===== config.mk =====
export PLATFORM = sky130hd
export DESIGN_NAME = poly_feeder_flat
export DESIGN_NICKNAME = d
export VERILOG_FILES = /design/src/rtl/poly_feeder_if.sv /design/src/rtl/poly_feeder.sv /design/src/flat_wrapper.sv
export SDC_FILE = /design/constraint.sdc
export NUM_CORES = 1
export LEC_CHECK = 0
export ABC_AREA = 1
export BUFFER_PORTS_ARGS = -buffer_cell sky130_fd_sc_hd__buf_2
export CAP_MARGIN = 30
export CELL_PAD_IN_SITES_DETAIL_PLACEMENT = 0
export CELL_PAD_IN_SITES_GLOBAL_PLACEMENT = 1
export CORE_MARGIN = 1.5
export CORE_UTILIZATION = 39
export CTS_CLUSTER_DIAMETER = 40
export DETAILED_ROUTE_END_ITERATION = 12
export PLACE_DENSITY = 0.83
export SYNTH_ARGS = -nofsm -noshare
export SYNTH_HDL_FRONTEND = slang
export SYNTH_SLANG_ARGS = --single-unit

===== constraint.sdc =====
create_clock -name clk -period 2.4 [get_ports clk]
set_input_delay 0.48 -clock clk [delete_from_list [all_inputs] [get_ports clk]]
set_output_delay 0.48 -clock clk [all_outputs]
set_load 0.005 [all_outputs]

===== src/rtl/poly_feeder_if.sv =====
// Operand, evaluator and result signals of poly_feeder; master is the feeder side.
interface poly_feeder_if;
  logic       in_valid;
  logic       in_ready;
  logic [7:0] in_a;
  logic [7:0] in_b;
  logic [7:0] in_c;
  logic [7:0] in_x;
  logic       eval_go;
  logic [7:0] eval_data;
  logic [7:0] eval_result;
  logic       eval_result_valid;
  logic       out_valid;
  logic       out_ready;
  logic [7:0] out_result;
  logic       out_timeout;
  logic       busy;

  modport master (
    input  in_valid, in_a, in_b, in_c, in_x, eval_result, eval_result_valid, out_ready,
    output in_ready, eval_go, eval_data, out_valid, out_result, out_timeout, busy
  );

  modport slave (
    output in_valid, in_a, in_b, in_c, in_x, eval_result, eval_result_valid, out_ready,
    input  in_ready, eval_go, eval_data, out_valid, out_result, out_timeout, busy
  );
endinterface


===== src/rtl/poly_feeder.sv =====
// Replays one {A,B,C,X} set to the evaluator as four Go-strobed loads, then returns its result
// (22 cycles accept-to-out_valid with defaults); one set in flight, out_valid held until out_ready.
module poly_feeder #(
  parameter int GO_HIGH_CYCLES = 2,
  parameter int GO_LOW_CYCLES  = 2,
  parameter int TIMEOUT_CYCLES = 32
) (
  input logic           clk,
  input logic           reset,
  poly_feeder_if.master bus
);
  localparam int MAX_HL  = (GO_HIGH_CYCLES > GO_LOW_CYCLES) ? GO_HIGH_CYCLES : GO_LOW_CYCLES;
  localparam int MAX_CYC = (MAX_HL > TIMEOUT_CYCLES) ? MAX_HL : TIMEOUT_CYCLES;
  localparam int CW      = $clog2(MAX_CYC);

  localparam logic [CW-1:0] HI_LAST = CW'(GO_HIGH_CYCLES - 1);
  localparam logic [CW-1:0] LO_LAST = CW'(GO_LOW_CYCLES - 1);
  localparam logic [CW-1:0] TO_LAST = CW'(TIMEOUT_CYCLES - 1);

  typedef enum logic [2:0] {IDLE, GO_HI, GO_LO, WAIT_RES, OUT} state_t;

  state_t        state;
  state_t        state_next;
  logic [CW-1:0] cnt;
  logic [1:0]    idx;
  logic [1:0]    idx_nxt;
  logic [7:0]    op [4];

  assign idx_nxt = idx + 2'd1;

  always_ff @(posedge clk) begin
    if (reset) state <= IDLE;
    else       state <= state_next;
  end

  always_comb begin
    state_next = state;
    case (state)
      IDLE:     if (bus.in_valid) state_next = GO_HI;
      GO_HI:    if (cnt == HI_LAST) state_next = GO_LO;
      GO_LO:    if (cnt == LO_LAST) state_next = (idx == 2'd3) ? WAIT_RES : GO_HI;
      WAIT_RES: if (bus.eval_result_valid || cnt == TO_LAST) state_next = OUT;
      OUT:      if (bus.out_ready) state_next = IDLE;
      default:  state_next = IDLE;
    endcase
  end

  always_comb begin
    bus.in_ready  = (state == IDLE);
    bus.eval_go   = (state == GO_HI);
    bus.out_valid = (state == OUT);
    bus.busy      = (state != IDLE);
  end

  // The phase counter restarts on every state change, so each phase counts from zero.
  always_ff @(posedge clk) begin
    if (reset) begin
      cnt             <= '0;
      idx             <= 2'd0;
      for (int i = 0; i < 4; i++) op[i] <= 8'd0;
      bus.eval_data   <= 8'd0;
      bus.out_result  <= 8'd0;
      bus.out_timeout <= 1'b0;
    end else begin
      if (state_next != state)
        cnt <= '0;
      else if (state == GO_HI || state == GO_LO || state == WAIT_RES)
        cnt <= cnt + CW'(1);

      if (state == IDLE && bus.in_valid) begin
        op[0]         <= bus.in_a;
        op[1]         <= bus.in_b;
        op[2]         <= bus.in_c;
        op[3]         <= bus.in_x;
        idx           <= 2'd0;
        bus.eval_data <= bus.in_a;
      end

      // Next operand is put on the bus before its GO_HI so the evaluator sees it stable.
      if (state == GO_LO && state_next == GO_HI) begin
        idx           <= idx_nxt;
        bus.eval_data <= op[idx_nxt];
      end

      if (state == WAIT_RES && state_next == OUT) begin
        bus.out_result  <= bus.eval_result_valid ? bus.eval_result : 8'd0;
        bus.out_timeout <= ~bus.eval_result_valid;
      end
    end
  end
endmodule


===== src/flat_wrapper.sv =====
// flat-port wrapper written by rule: the top's interface ports become plain ports
module poly_feeder_flat 
#(
  parameter int GO_HIGH_CYCLES = 2,
  parameter int GO_LOW_CYCLES  = 2,
  parameter int TIMEOUT_CYCLES = 32
)
  (clk, reset, bus_in_valid, bus_in_a, bus_in_b, bus_in_c, bus_in_x, bus_eval_result, bus_eval_result_valid, bus_out_ready, bus_in_ready, bus_eval_go, bus_eval_data, bus_out_valid, bus_out_result, bus_out_timeout, bus_busy);
  poly_feeder_if bus_i ();
  input logic clk;
  input logic reset;
  input wire logic [$bits(bus_i.in_valid)-1:0] bus_in_valid;
  input wire logic [$bits(bus_i.in_a)-1:0] bus_in_a;
  input wire logic [$bits(bus_i.in_b)-1:0] bus_in_b;
  input wire logic [$bits(bus_i.in_c)-1:0] bus_in_c;
  input wire logic [$bits(bus_i.in_x)-1:0] bus_in_x;
  input wire logic [$bits(bus_i.eval_result)-1:0] bus_eval_result;
  input wire logic [$bits(bus_i.eval_result_valid)-1:0] bus_eval_result_valid;
  input wire logic [$bits(bus_i.out_ready)-1:0] bus_out_ready;
  output wire logic [$bits(bus_i.in_ready)-1:0] bus_in_ready;
  output wire logic [$bits(bus_i.eval_go)-1:0] bus_eval_go;
  output wire logic [$bits(bus_i.eval_data)-1:0] bus_eval_data;
  output wire logic [$bits(bus_i.out_valid)-1:0] bus_out_valid;
  output wire logic [$bits(bus_i.out_result)-1:0] bus_out_result;
  output wire logic [$bits(bus_i.out_timeout)-1:0] bus_out_timeout;
  output wire logic [$bits(bus_i.busy)-1:0] bus_busy;
  assign bus_i.in_valid = bus_in_valid;
  assign bus_i.in_a = bus_in_a;
  assign bus_i.in_b = bus_in_b;
  assign bus_i.in_c = bus_in_c;
  assign bus_i.in_x = bus_in_x;
  assign bus_i.eval_result = bus_eval_result;
  assign bus_i.eval_result_valid = bus_eval_result_valid;
  assign bus_i.out_ready = bus_out_ready;
  assign bus_in_ready = bus_i.in_ready;
  assign bus_eval_go = bus_i.eval_go;
  assign bus_eval_data = bus_i.eval_data;
  assign bus_out_valid = bus_i.out_valid;
  assign bus_out_result = bus_i.out_result;
  assign bus_out_timeout = bus_i.out_timeout;
  assign bus_busy = bus_i.busy;
  poly_feeder #(.GO_HIGH_CYCLES(GO_HIGH_CYCLES), .GO_LOW_CYCLES(GO_LOW_CYCLES), .TIMEOUT_CYCLES(TIMEOUT_CYCLES)) u_core (.clk(clk), .reset(reset), .bus(bus_i));
endmodule

==> results of run 1 <==
## worst max-delay path: stages (launching register included)
cell and delay (ns):
dfxtp_1 0.34, ha_1 0.22, and3_1 0.18, ha_1 0.18, nor2_1 0.15, nand2_1 0.08
nor2_2 0.15, nor2_4 0.10, nand3_2 0.11, inv_1 0.07, o21ai_0 0.16, nor2_1 0.06
## cell type report
cell class / count / area share [%]
sequential: 59 / 43.2
inverter: 70 / 7.59
multi-input combinational: 225 / 31.3
clock buffer: 13 / 3.99
tap: 99 / 3.56
clock inverter: 3 / 0.432
timing repair buffer: 68 / 10.0
## cells in the final DEF, fill, tap and decap left out
| cell | n |
|---|---|
| xnor2_1 | 1 |
| clkinv_2 | 4 |
| nor3_1 | 1 |
| a21boi_0 | 1 |
| xor2_1 | 2 |
| inv_2 | 3 |
| a21oi_2 | 1 |
| nand2_2 | 3 |
| o21ai_0 | 3 |
| nor2_4 | 3 |
| nand4_1 | 10 |
| or2_2 | 6 |
| nand3b_1 | 1 |
| and3_1 | 1 |
| ha_1 | 4 |
| clkbuf_8 | 9 |
| a22oi_1 | 8 |
| edfxtp_1 | 32 |
| nand2_1 | 60 |
| clkbuf_1 | 4 |
| or2_0 | 2 |
| inv_1 | 66 |
| nor2_1 | 92 |
| a21oi_1 | 2 |
| dfxtp_1 | 27 |
| buf_4 | 3 |
| a31oi_1 | 2 |
| buf_2 | 65 |
| nor2_2 | 3 |
| nand2_4 | 3 |
| nand3_1 | 14 |
| nand3_2 | 2 |
## registers in the layout, indices dropped and copies added, names as in the netlist
register                count
u_core.bus.eval_data        8
u_core.bus.out_result       8
u_core.bus.out_timeout      1
u_core.cnt                  5
u_core.idx                  2
u_core.op                  32
u_core.state                3
## per-stage QoR
step / power [mW] / hold WS, ns
after floorplan: 1.35 / 0.463
after global placement: 1.43 / 0.487
after detailed placement: 1.44 / 0.484
after CTS: 2.18 / 0.384
after global routing: 2.27 / 0.405
final: 2.14 / 0.395
## layer usage
layer	global-route usage, %	vias up	share of wire, %	wire length (µm)
met5	0	-	0	0
met4	8.11	0	2.2	132
met3	3.42	11	3.9	231
met2	28.3	49	49	2910
met1	19.5	1102	45	2650
li1	-	1264	-	-
## Yosys cell counts
master / n
a21boi_0: 1
a21oi_1: 2
a21oi_2: 1
a22oi_1: 8
a31oi_1: 2
and3_1: 1
buf_2: 3
buf_6: 2
clkbuf_1: 5
clkinv_2: 1
dfxtp_1: 27
edfxtp_1: 32
ha_1: 4
inv_1: 66
inv_2: 3
nand2_1: 60
nand2_2: 3
nand2_4: 3
nand3_1: 14
nand3_2: 2
nand3b_1: 1
nand4_1: 10
nor2_1: 92
nor2_2: 3
nor2_4: 3
nor3_1: 1
o21ai_0: 3
or2_0: 2
or2_2: 6
xnor2_1: 1
xor2_1: 2
## power by group through the flow
stage | sequential, mW | combinational, mW | clock (mW)
after floorplan | 1.18 | 0.169 | 0
after global placement | 1.18 | 0.255 | 0
after detailed placement | 1.18 | 0.260 | 0
after CTS | 1.16 | 0.261 | 0.758
after global routing | 1.17 | 0.295 | 0.806
final | 1.16 | 0.256 | 0.730
## cells by family after synthesis
| kind of cell | after synthesis | share of synthesized area, % |
|---|---|---|
| and+or+nand+nor | 201 | 30.8 |
| xor gates and xnor gates | 3 | 0.903 |
| buffers and inverters | 80 | 11.0 |
| AOI/OAI and AO/OA | 17 | 3.91 |
| adders and majority gates | 4 | 1.72 |
| DFF | 59 | 51.6 |
## worst paths after layout
kind / from / end / slack, ns / depth (start not counted)
setup / recovery: u_core.cnt[0]$_SDFFE_PP0P_ / u_core.idx[0]$_SDFFE_PP0P_ / 0.48 / 11
hold / removal: bus_eval_result[7] / u_core.bus.out_result[7]$_SDFFE_PP0P_ / 0.40 / 3
setup reg to reg: u_core.cnt[0]$_SDFFE_PP0P_ / u_core.idx[0]$_SDFFE_PP0P_ / 0.48 / 11
hold reg to reg: u_core.idx[1]$_SDFFE_PP0P_ / u_core.idx[1]$_SDFFE_PP0P_ / 0.50 / 2
==> flow_summary_export.csv, run 1 <==
group,metric,value,unit
outcome,status,"finished clean",
logic_synthesis,syn-cell-area,2910,µm²
flow_run,max-cap-violations,0,
global_route,grt_max_degree,35,
clocking,root_buffer,"clkbuf_8",
die,die_h,89.4,µm
finish,n_fill_cell,755,
sta,layout_setup_ws,0.483,ns
die,die_x,89.4,µm
sta,tightest_slew,0.519,ns
sta,final-setup-viol-count,0,
clocking,post-cts-setup-buffers,0,
sta,skew,0.00408,ns
finish,nNetsFinal,482,
logic_synthesis,syn_inst,364,
clocking,cts_hold_buf,0,
logic_synthesis,yosysWarnings,0,
place,place_ws,0.514,ns
sta,hold_viol,0,
sta,setup_tns,0,ns
clocking,htreeDepth,3,
finish,antenna_cells,0,
global_route,antenna_found_initial,0,
critical_path,startpoint_type,"flip-flop",
die,fp-row-count,31,
clocking,worstSkewPairLatency,0.33,ns
critical_path,critPathArrivalTime,2.13,ns
sta,rsz0062_at_grt,"false",
place,gp_congestion,0.762,
pwr,swShare,25.1,%
logic_synthesis,yosysSeqAreaShare,51.6,%
clocking,cts_tree,"yes",
pwr,p_switching,539,µW
routing,drc,0,
routing,avgViaCountPerCell,4.52,
logic_synthesis,yosys_register_bits,59,
logic_synthesis,syn-num-nets,413,
place,dpl.hpwl,4.25,mm
die,initial_utilization,40.1,%
routing,firstDrtPassIters,4,
logic_synthesis,ys_top_cells_by_area,"edfxtp_1 (33%), dfxtp_1 (19%), nor2_1 (12%), inv_1 (8.5%), nand2_1 (7.7%)",
logic_synthesis,yosysTopAreaCell,"edfxtp_1",
die,design.core.area,7250,µm²
sta,max_freq,0.522,GHz
clocking,path_clk_slew,0.06,ns
global_route,grt_pass1_vias,2280,
logic_synthesis,avgSynthCellArea,7.99,µm²
worst_hold_path,hold_class,"in -> reg",
finish,syn2layout_area_growth,19.6,%
global_route,gr-total-overflow,0,
finish,layout-drive-gt1-share,24.0,%
routing,dr_total_vias,2426,
die,pin_count,66,
routing,ant_nets,0,
pwr,p_clk_share,34.1,%
finish,multi_input_area,1090,µm²
clocking,cts_inserted_buffers,9,
finish,seqCellArea,1500,µm²
place,port_buffers,65,
clocking,cts_num_sinks,59,
sta,post-route-period-util,79.9,%
logic_synthesis,synth_cell_type_count,31,
critical_path,cp-end-kind,"flip-flop",
pwr,power.internal,1.61,mW
global_route,gr-usage-all-layers,16.4,%
logic_synthesis,yosys.area.top_type_share,33.0,%
critical_path,path_class,"reg -> reg",
pwr,p_seq_share,54.0,%
place,dpl.cell_count,521,
routing,wl,5.92,mm
global_route,grt_pass1_wl,9.94,mm
clocking,cts-resized-gates,0,
pwr,leakage,1.72,nW
sta,min_period,1.92,ns
finish,fin_area,3480,µm²
critical_path,crit_fanout,10,
critical_path,required,2.62,ns
routing,drt_iter0_markers,181,
sta,slew_headroom,65.3,%
finish,final_cells,537,
clocking,cts_buffer_depth,2,
sta,slew_viol_final,0,
finish,fin_util,48.0,%
routing,wl_per_cell,11.0,µm
place,dpl-instance-area,3320,µm²
pwr,peakVddDrop,294,µV
pwr,p_per_area,617,nW/µm²
pwr,p_comb_share,11.9,%
die,dieArea,7990,µm²
(Power assumes the default switching activity.)
==> inputs of run 2 (changes only) <==
clock period = 2 ns   (was 2.4 ns; I/O delays follow)
==> flow_summary_export.csv, run 2 (synthesis gave the netlist of run 1 again) <==
group,metric,value,unit
finish,final_cell_mix,"nor2_1 (91), inv_1 (66), buf_2 (65)",
routing,avgViaCountPerCell,4.55,
flow_run,max-cap-violations,0,
die,die_x,89.4,µm
critical_path,path_buf_inv,1,
finish,final_common_cell,"nor2_1",
finish,final_cells,537,
pwr,leakage,1.75,nW
outcome,status,"finished clean",
global_route,gr-usage-all-layers,16.1,%
clocking,cts_inserted_buffers,9,
clocking,cts_num_sinks,59,
sta,slew_headroom,66.8,%
worst_hold_path,whs_path_depth,2,
die,die_h,89.4,µm
sta,skew,0.00831,ns
die,initial_utilization,40.1,%
finish,antenna_cells,0,
critical_path,crit_slowest_cell,"dfxtp_2",
place,port_buffers,65,
sta,hold_slack,0.293,ns
finish,regMostFlops,"u_core.op",
sta,max_freq,0.533,GHz
critical_path,ff2ff_path_depth,12,
routing,drc,0,
critical_path,critPathArrivalTime,2.09,ns
clocking,cts_tree,"yes",
global_route,grt_pass1_vias,2289,
finish,syn2layout_area_growth,23.1,%
critical_path,startpoint_type,"flip-flop",
sta,min_period,1.88,ns
die,fp-row-count,31,
global_route,grt_max_degree,35,
finish,nNetsFinal,483,
routing,ant_nets,0,
finish,largest_reg_flops,32,
clocking,htreeDepth,3,
global_route,gr-total-overflow,0,
critical_path,cp-end-kind,"flip-flop",
critical_path,path_class,"reg -> reg",
pwr,p_per_area,797,nW/µm²
place,dpl.cell_count,521,
sta,post-route-period-util,93.9,%
finish,top_regs,"u_core.op (32), u_core.bus.eval_data (8), u_core.bus.out_result (8)",
clocking,root_buffer,"clkbuf_8",
clocking,cts_hold_buf,0,
routing,wl_per_cell,11.1,µm
clocking,cts_buffer_depth,2,
sta,tightest_slew,0.497,ns
clocking,worstSkewPairLatency,0.33,ns
routing,wl,5.98,mm
critical_path,cp_cell_sequence,"ha_1 > and3_1 > ha_1 > nor2_2 > nand2_1 > nor2_4 > nor2_4 > buf_12 > nand4_1 > nand2_1 > nor2_1 > nor2_1",
place,gp_congestion,0.830,
place,dpl.hpwl,4.26,mm
critical_path,required,2.22,ns
routing,firstDrtPassIters,4,
routing,drt_iter0_markers,112,
critical_path,slowest_delay,0.34,ns
routing,dr_total_vias,2444,
sta,slew_viol_final,0,
die,dieArea,7990,µm²
global_route,grt_pass1_wl,9.69,mm
die,pin_count,66,
global_route,antenna_found_initial,0,
pwr,peakVddDrop,329,µV
clocking,path_clk_slew,0.07,ns
finish,layout-drive-gt1-share,25.3,%
worst_hold_path,hold_class,"in -> reg",
critical_path,crit_fanout,6,
sta,hold_viol,0,
critical_path,crit_cells,12,
sta,final-setup-viol-count,0,
critical_path,critical_path.top_delay_family,"simple AND/OR/NAND/NOR gates",
die,design.core.area,7250,µm²
## run 2: timing repair
action,in CTS,in global routing
endpoints found under the setup margin,0,15
setup buffers,0,1
resized for setup,0,5
## run 2: layer usage
layer	track usage, %	routed length, µm	vias up
met3	3.32	195	10
met2	28.0	3050	38
met4	7.69	114	0
met1	19.0	2610	1131
li1	-	-	1265
met5	0	0	-
## run 2: worst reg2reg max path, stage by stage (launching register included)
cell and delay, ns:
dfxtp_2 0.34, ha_1 0.20, and3_1 0.18, ha_1 0.20
nor2_2 0.11, nand2_1 0.10, nor2_4 0.16, nor2_4 0.08
buf_12 0.14, nand4_1 0.06, nand2_1 0.05, nor2_1 0.11
nor2_1 0.05
## run 2: stage by stage
| step | total power [mW] | TNS [ns] | instance area [µm²] | setup WS (ns) | util (%) |
|---|---|---|---|---|---|
| global placement | 1.73 | 0 | 3340 | 0.192 | 46.0 |
| CTS | 2.87 | 0 | 3540 | 0.0721 | 48.8 |
| floorplan | 1.62 | 0 | 2910 | 0.0746 | - |
| global route | 2.98 | -0.0431 | 3580 | -0.0195 | 49.4 |
| detailed placement | 1.73 | 0 | 3340 | 0.108 | 46.0 |
| finish | 2.85 | 0 | 3580 | 0.123 | 49.4 |
## run 2: cell type report
class,instances,area (µm²)
Sequential cell,59,1500
Inverter,70,264
Fill cell,745,3670
Tap cell,99,124
Multi-Input combinational cell,225,1100
Clock inverter,6,81.3
Timing Repair Buffer,69,380
Clock buffer,9,124
## run 2: worst paths after layout
| kind | endpoint | slack (ns) | start |
|---|---|---|---|
| max | u_core.bus.eval_data[5]$_SDFFE_PP0P_ | 0.12 | u_core.cnt[0]$_SDFFE_PP0P_ |
| min | u_core.state[2]$_SDFF_PP0_ | 0.29 | reset |
| max reg2reg | u_core.bus.eval_data[5]$_SDFFE_PP0P_ | 0.12 | u_core.cnt[0]$_SDFFE_PP0P_ |
| min reg2reg | u_core.bus.out_result[7]$_SDFFE_PP0P_ | 0.51 | u_core.bus.out_result[7]$_SDFFE_PP0P_ |
## run 2: report_power, final
group          switching, mW  internal, mW  total [mW]
Sequential            0.0274          1.36        1.39
Combinational          0.193         0.126       0.319
Clock                  0.457         0.685        1.14
Total                  0.677          2.17        2.85
